<file path="src/rtl/if_stage.sv">
// if_stage: instruction fetch with PC, single outstanding imem request, one-entry skid buffer and redirect discard.
module if_stage #(
    parameter int              XLEN     = 32,
    parameter logic [XLEN-1:0] PC_RESET = 'h8000_0000,
    parameter logic [31:0]     NOP      = 32'h0000_0013
) (
    input  logic            i_clk,
    input  logic            i_rstn,
    input  logic            i_stall,
    input  logic            i_pc_load,
    input  logic [XLEN-1:0] i_pc_target,
    output logic            o_imem_req,
    output logic [XLEN-1:0] o_imem_addr,
    input  logic            i_imem_ack,
    input  logic [31:0]     i_imem_data,
    input  logic            i_imem_err,
    output logic [31:0]     o_inst,
    output logic [XLEN-1:0] o_pc,
    output logic            o_valid,
    output logic            o_fetch_err
);
    typedef enum logic [1:0] {IDLE, FETCH, DISCARD} state_t;

    state_t          state_q, state_d;
    logic [XLEN-1:0] pc_q, pc_d, pc_pend_q, pc_pend_d;
    logic [31:0]     inst_q, inst_d, skid_inst_q, skid_inst_d;
    logic [XLEN-1:0] opc_q, opc_d, skid_pc_q, skid_pc_d;
    logic            valid_q, valid_d, ferr_q, ferr_d;
    logic            skid_err_q, skid_err_d, skid_v_q, skid_v_d;
    logic            req, ack, accept, consume, out_free;
    logic [XLEN-1:0] target;

    assign req      = (state_q == FETCH && !skid_v_q) || state_q == DISCARD;
    assign ack      = i_imem_ack && req;
    assign accept   = state_q == FETCH && ack && !i_pc_load;
    assign consume  = valid_q && !i_stall;
    assign out_free = (!valid_q || consume) && !skid_v_q;
    assign target   = {i_pc_target[XLEN-1:2], 2'b00};

    always_comb begin
        state_d     = state_q;
        pc_d        = pc_q;
        pc_pend_d   = pc_pend_q;
        inst_d      = inst_q;
        opc_d       = opc_q;
        valid_d     = valid_q;
        ferr_d      = ferr_q;
        skid_inst_d = skid_inst_q;
        skid_pc_d   = skid_pc_q;
        skid_err_d  = skid_err_q;
        skid_v_d    = skid_v_q;
        if (state_q == IDLE)
            state_d = FETCH;
        if (i_pc_load) begin
            valid_d  = 1'b0;
            inst_d   = NOP;
            ferr_d   = 1'b0;
            skid_v_d = 1'b0;
            // A still-pending request must be drained before the new target can be issued
            if (!req || ack) begin
                pc_d    = target;
                state_d = FETCH;
            end else begin
                pc_pend_d = target;
                state_d   = DISCARD;
            end
        end else begin
            if (state_q == DISCARD && ack) begin
                pc_d    = pc_pend_q;
                state_d = FETCH;
            end
            if (accept)
                pc_d = pc_q + XLEN'(4);
            if (consume && skid_v_q) begin
                inst_d   = skid_inst_q;
                opc_d    = skid_pc_q;
                ferr_d   = skid_err_q;
                skid_v_d = accept;
            end else if (accept && out_free) begin
                inst_d  = i_imem_data;
                opc_d   = pc_q;
                ferr_d  = i_imem_err;
                valid_d = 1'b1;
            end else if (consume) begin
                valid_d = 1'b0;
                inst_d  = NOP;
                ferr_d  = 1'b0;
            end
            if (accept && !out_free) begin
                skid_inst_d = i_imem_data;
                skid_pc_d   = pc_q;
                skid_err_d  = i_imem_err;
                skid_v_d    = 1'b1;
            end
        end
    end

    always_ff @(posedge i_clk) begin
        if (!i_rstn) begin
            state_q     <= IDLE;
            pc_q        <= PC_RESET;
            pc_pend_q   <= PC_RESET;
            inst_q      <= NOP;
            opc_q       <= '0;
            valid_q     <= 1'b0;
            ferr_q      <= 1'b0;
            skid_inst_q <= '0;
            skid_pc_q   <= '0;
            skid_err_q  <= 1'b0;
            skid_v_q    <= 1'b0;
        end else begin
            state_q     <= state_d;
            pc_q        <= pc_d;
            pc_pend_q   <= pc_pend_d;
            inst_q      <= inst_d;
            opc_q       <= opc_d;
            valid_q     <= valid_d;
            ferr_q      <= ferr_d;
            skid_inst_q <= skid_inst_d;
            skid_pc_q   <= skid_pc_d;
            skid_err_q  <= skid_err_d;
            skid_v_q    <= skid_v_d;
        end
    end

    assign o_imem_req  = req;
    assign o_imem_addr = pc_q;
    assign o_inst      = inst_q;
    assign o_pc        = opc_q;
    assign o_valid     = valid_q;
    assign o_fetch_err = ferr_q;
endmodule

</file>
<file path="config.mk">
export PLATFORM = sky130hd
export DESIGN_NAME = if_stage
export DESIGN_NICKNAME = d
export VERILOG_FILES = /design/src/rtl/if_stage.sv
export SDC_FILE = /design/constraint.sdc
export NUM_CORES = 1
export LEC_CHECK = 0
export ABC_AREA = 0
export CORE_MARGIN = 4
export CORE_UTILIZATION = 45
export CTS_CLUSTER_DIAMETER = 60
export DETAILED_ROUTE_END_ITERATION = 12
export PLACE_DENSITY = 0.71
export SYNTH_ARGS = -nofsm -noshare
export SYNTH_HDL_FRONTEND = slang
export SYNTH_SLANG_ARGS = --single-unit
export TNS_END_PERCENT = 50
</file>
<file path="constraint.sdc">
create_clock -name i_clk -period 2.2 [get_ports i_clk]
set_input_delay 0.22 -clock i_clk [delete_from_list [all_inputs] [get_ports i_clk]]
set_output_delay 0.22 -clock i_clk [all_outputs]
set_load 0.02 [all_outputs]
</file>
# --- Word level (Yosys, flattened, before mapping) ---
# Cells that the tools add are included.
totals:
  reg_bits: 196
  out_inout_bits: 99
  word_cells: 70
op_classes:
  muxes: 19
  addsub: 1
  eq_ne: 3
  n_bitwise: 4
  reduce_logical: 32
ops:
  columns: ["op", "count"]
  rows:
  - ["2-to-1 mux 32 bit", 9]
  - ["adder 32 x 3 -> 32 bit, second input constant", 1]
  - ["logical AND 1 bit", 10]
  - ["AND reduction 2 bit", 5]
  - ["nonzero test 3 bit", 3]
  - ["2-to-1 mux 2 bit", 4]
  - ["zero test 1 bit", 6]
  - ["2-to-1 mux 1 bit", 6]
  - ["nonzero test 2 bit", 3]
  - ["NOT 1 bit", 4]
  - ["logical OR 1 bit", 3]
  - ["equality test 2 x 1 -> 1 bit, second input constant", 1]
  - ["equality test 2 bit, second input constant", 1]
  - ["zero test 2 bit", 1]
  - ["inequality test 2 x 1 -> 1 bit, second input constant", 1]
  - ["OR reduction 2 bit", 1]

# --- Longest topological paths before layout ---
depth:
  ltp_word: 9
  mapped_depth: 9
  ltp_nobuf: 6

# --- Least setup slack after synthesis ---
# OpenSTA, ideal clock, no wires.
synth_timing:
  path_kind: "flip-flop to flip-flop"
  start: "reg pc_q[2] (netlist: o_imem_addr[2])"
  end: "reg pc_q[20] (netlist: o_imem_addr[20])"
  t_required_ps: 2108
  setup_time_ps: 92
  n_path_buf: 1
  synth_period_minus_slack_ps: 1886
  path_stages_with_launch: 8
  path_slack_ps: 314
  t_arrival_ps: 1794
  path_cell_list: "dfxtp_1 ha_1 and4_1 buf_2 nand4_1 nor4b_1 a211oi_1 o32ai_1"
synth_via:
  elab_chain_cells: 3
synth_lines:
  columns: ["item", "line", "text"]
  rows:
  - ["start, declared", "25", "logic [XLEN-1:0] pc_q, pc_d, pc_pend_q, pc_pend_d;"]
  - ["start signal, assigned", "113", "pc_q <= pc_d;"]
  - ["adder 32 x 3 -> 32 bit", "73", "pc_d = pc_q + XLEN'(4);"]
  - ["2-to-1 mux 32 bit", "72", "if (accept)"]
  - ["2-to-1 mux 32 bit", "54", "if (i_pc_load) begin"]
# No other way between the ends.
# A chain may end at the register's enable or synchronous reset.

# --- Final worst setup path ---
layout_timing:
  start: "reg state_q[1]"
  end: "out o_imem_req"
layout_via:
  elab_chain_cells: 3
  elab_cells_between_ends: 4
  cone_classes: "2 x eq/ne; 2 x reduce/logical"
layout_lines:
  columns: ["item", "line", "text"]
  rows:
  - ["start, declared", "24", "state_t state_q, state_d;"]
  - ["start signal, assigned", "112", "state_q <= state_d;"]
  - ["equality test 2 x 1 -> 1 bit", "33", "assign req = (state_q == FETCH && !skid_v_q) || state_q == DISCARD;"]
  - ["logical AND 1 bit", "33", null]
  - ["logical OR 1 bit *", "33", null]
  - ["end, declared", "12", "output logic o_imem_req,"]
# Mark *: on every way between the ends. The rest lies on a longest branch, timed or not.

==> run metrics <==
status complete, no violations; drt total wl 25100 um; Fin. Hold Viols 0; M3 GR Usage 0.0519; Worst Path Max Fanout 7; diode count 0; top cell type's share of synthesized area 0.458; number of antenna violations at the first check in global routing 0; hold_buf cts 0; synthesis-stage register bit count 190; Least-Margin Pin Slew 545 ps; Setup WS pre-CTS 18.2 ps; post-CTS setup buffer count 0; Die Wd 144 um; RD Place Congestion 0.901; crit path DAT 1860 ps; CP endpoint kind primary output; setup TNS 0 ps; Detailed Routing Iterations Pass 1 8; Worst-path clk slew 80 ps; Critical Path RT 1980 ps; Clock Skew 9.28 ps; Fillers 1636; initial core utilization 0.459; EDFF count, synth 0; Cells after Synth 1056; WHS Endpoint o_inst[0]; Mapped Avg Cell Area 7.86 um2; average vias per placed instance 5.73; floorplan row count 49; most frequent cells in the layout nand2_1, dfxtp_1, clkdlybuf4s50_1; First DRT Iteration DRCs 803; relative slew slack 0.634; die footprint 0.0207 mm2; met2 Usage GRT 0.375; P&R area growth vs syn 32.1%; most common cell after layout, fill and taps aside nand2_1; max cap viols 0; largest net degree at the start of global routing 76; first-pass GRT wire length 39800 um; Final Cycle Share 0.945; post-layout util 0.607; worst r2r path cells 5; post-CTS resize count 0; Clock Path Buffers 2; RSZ-0062 raised after global routing false; Max Freq 481 MHz; CTS Buf Count 17; total global-route track usage 0.240; Port Buf Inserts 162; Avg WL per Cell 17.4 um; Pleak 3.66 nW; Final Critical Period 2080 ps; vias in the first global route 7610; worst flop-to-flop path endpoint o_imem_addr[30]; Synth area leaders dfxtp_1, nand2_1, a21oi_1; layout cell share with drive strength beyond 1 0.0938; post-synth top area cell dfxtp_1; CTS H-tree lvls 4; fin cells 1444; Cells after DPL 1412; Overflow after GRT 0; nets@finish 1273; Root Driver clkbuf_16; Min-Delay Path Class in2reg; synth unique cells 61; Crit Path Class reg2out; Clock Latency Late Sink 440 ps; CTS tree done; register area share after synthesis 0.458; Hold Path Cell Cnt 3; Final Worst Setup Slack 121 ps; Remaining DRCs 0; hold slack 311 ps; I/O pins 169; synthesized area 0.00830 mm2; flop-to-flop setup slack 220 ps; M1 GR Usage 0.330; post-synthesis async set-or-reset flop share 0; worst r2r src o_imem_addr[13]; Final setup viols 0; Final HPWL DP 16800 um; ANT nets after route 0; core area 0.0181 mm2; clock sinks 190; Via Count 8280; Max Slew Vio Count 0; worst IR drop on VDD 0.563 mV; GR peak layer met2; Die Span Y 144 um; Main synth FF type dfxtp_1; crit start category flop; power density over cell area 701 mW/mm2; yosys warns 0; Hold Crit Start i_pc_load
==> worst max-delay path by stage <==
stage	depth (start not counted)	from	to
detailed placement	8	i_imem_ack	o_inst[30]
global route	3	state_q[1]	o_imem_req
CTS	3	state_q[1]	o_imem_req
global placement	6	i_imem_ack	skid_pc_q[20]
floorplan	7	o_imem_addr[2]	o_imem_addr[20]
finish	3	state_q[1]	o_imem_req
==> synth_stat cells (3+ instances only) <==
cell / instances
nor2_2: 3
a221o_1: 3
and3_1: 6
buf_1: 3
nor3_1: 14
nor4_1: 6
xor2_1: 3
nand2b_1: 4
buf_2: 47
inv_1: 5
a222oi_1: 30
and4_1: 5
o21ai_0: 39
o211ai_1: 8
nor2b_1: 6
clkbuf_1: 37
nand4_1: 11
and2_1: 4
a211oi_1: 10
dfxtp_1: 190
a221oi_1: 4
nand3_1: 18
buf_4: 12
o32ai_1: 4
nor2_1: 81
o31ai_1: 5
o22ai_1: 7
a21oi_1: 127
or3_1: 3
a311oi_1: 30
nand2_1: 288
a31oi_1: 8
==> through the flow <==
stage	power, W	cell area [um2]
detailed placement	0.00476	10400
floorplan	0.00423	8320
global placement	0.00475	10400
CTS	0.00775	11000
global route	0.00798	11000
finish	0.00770	11000
==> report_power, final <==
part           leakage, nW  total (W)  internal [W]  switching, W
clock network        0.271    0.00301       0.00151       0.00150
logic                 1.85    0.00105      0.000473      0.000575
registers             1.54    0.00364       0.00354      0.000105
total                 3.66    0.00770       0.00552       0.00218
==> state kept, by name (all words and copies together) (netlist names) <==
name         count
o_pc            30
pc_pend_q       30
state_q          2
skid_pc_q       30
o_fetch_err      1
skid_v_q         1
skid_err_q       1
o_inst          32
skid_inst_q     32
o_valid          1
o_imem_addr     30
==> cells by family (layout without fill, tap and decap cells) <==
group           count (synthesis)  count (layout)  synth area share
fa+ha+maj                       1               1           0.00151
compound gates                289             289             0.230
simple gates                  461             461             0.241
mux                             3               3           0.00377
flops                         190             190             0.458
other cells                     1               4          0.000452
xor+xnor                        4               4           0.00422
buf+inv                       107             263            0.0612
==> routing by layer <==
metal	wire length, um	vias up
met5	0	-
met4	672	0
met3	1740	56
met2	11600	311
met1	11000	3888
li1	-	4025
==> final cells by class <==
type | count | area [um2] | share of cell area
Multi-Input combinational cell | 762 | 4020 | 0.366
Sequential cell | 190 | 3800 | 0.347
Timing Repair Buffer | 225 | 2260 | 0.206
Clock buffer | 17 | 425 | 0.0388
Tap cell | 229 | 287 | 0.0261
Clock inverter | 15 | 150 | 0.0137
Inverter | 6 | 25.0 | 0.00228
==> worst max-delay path, stage by stage (launching register included) <==
cell and delay [ps]:
dfxtp_1 450, nor2b_1 210, a21o_1 150, clkdlybuf4s50_1 620
(Power assumes the default switching activity.)
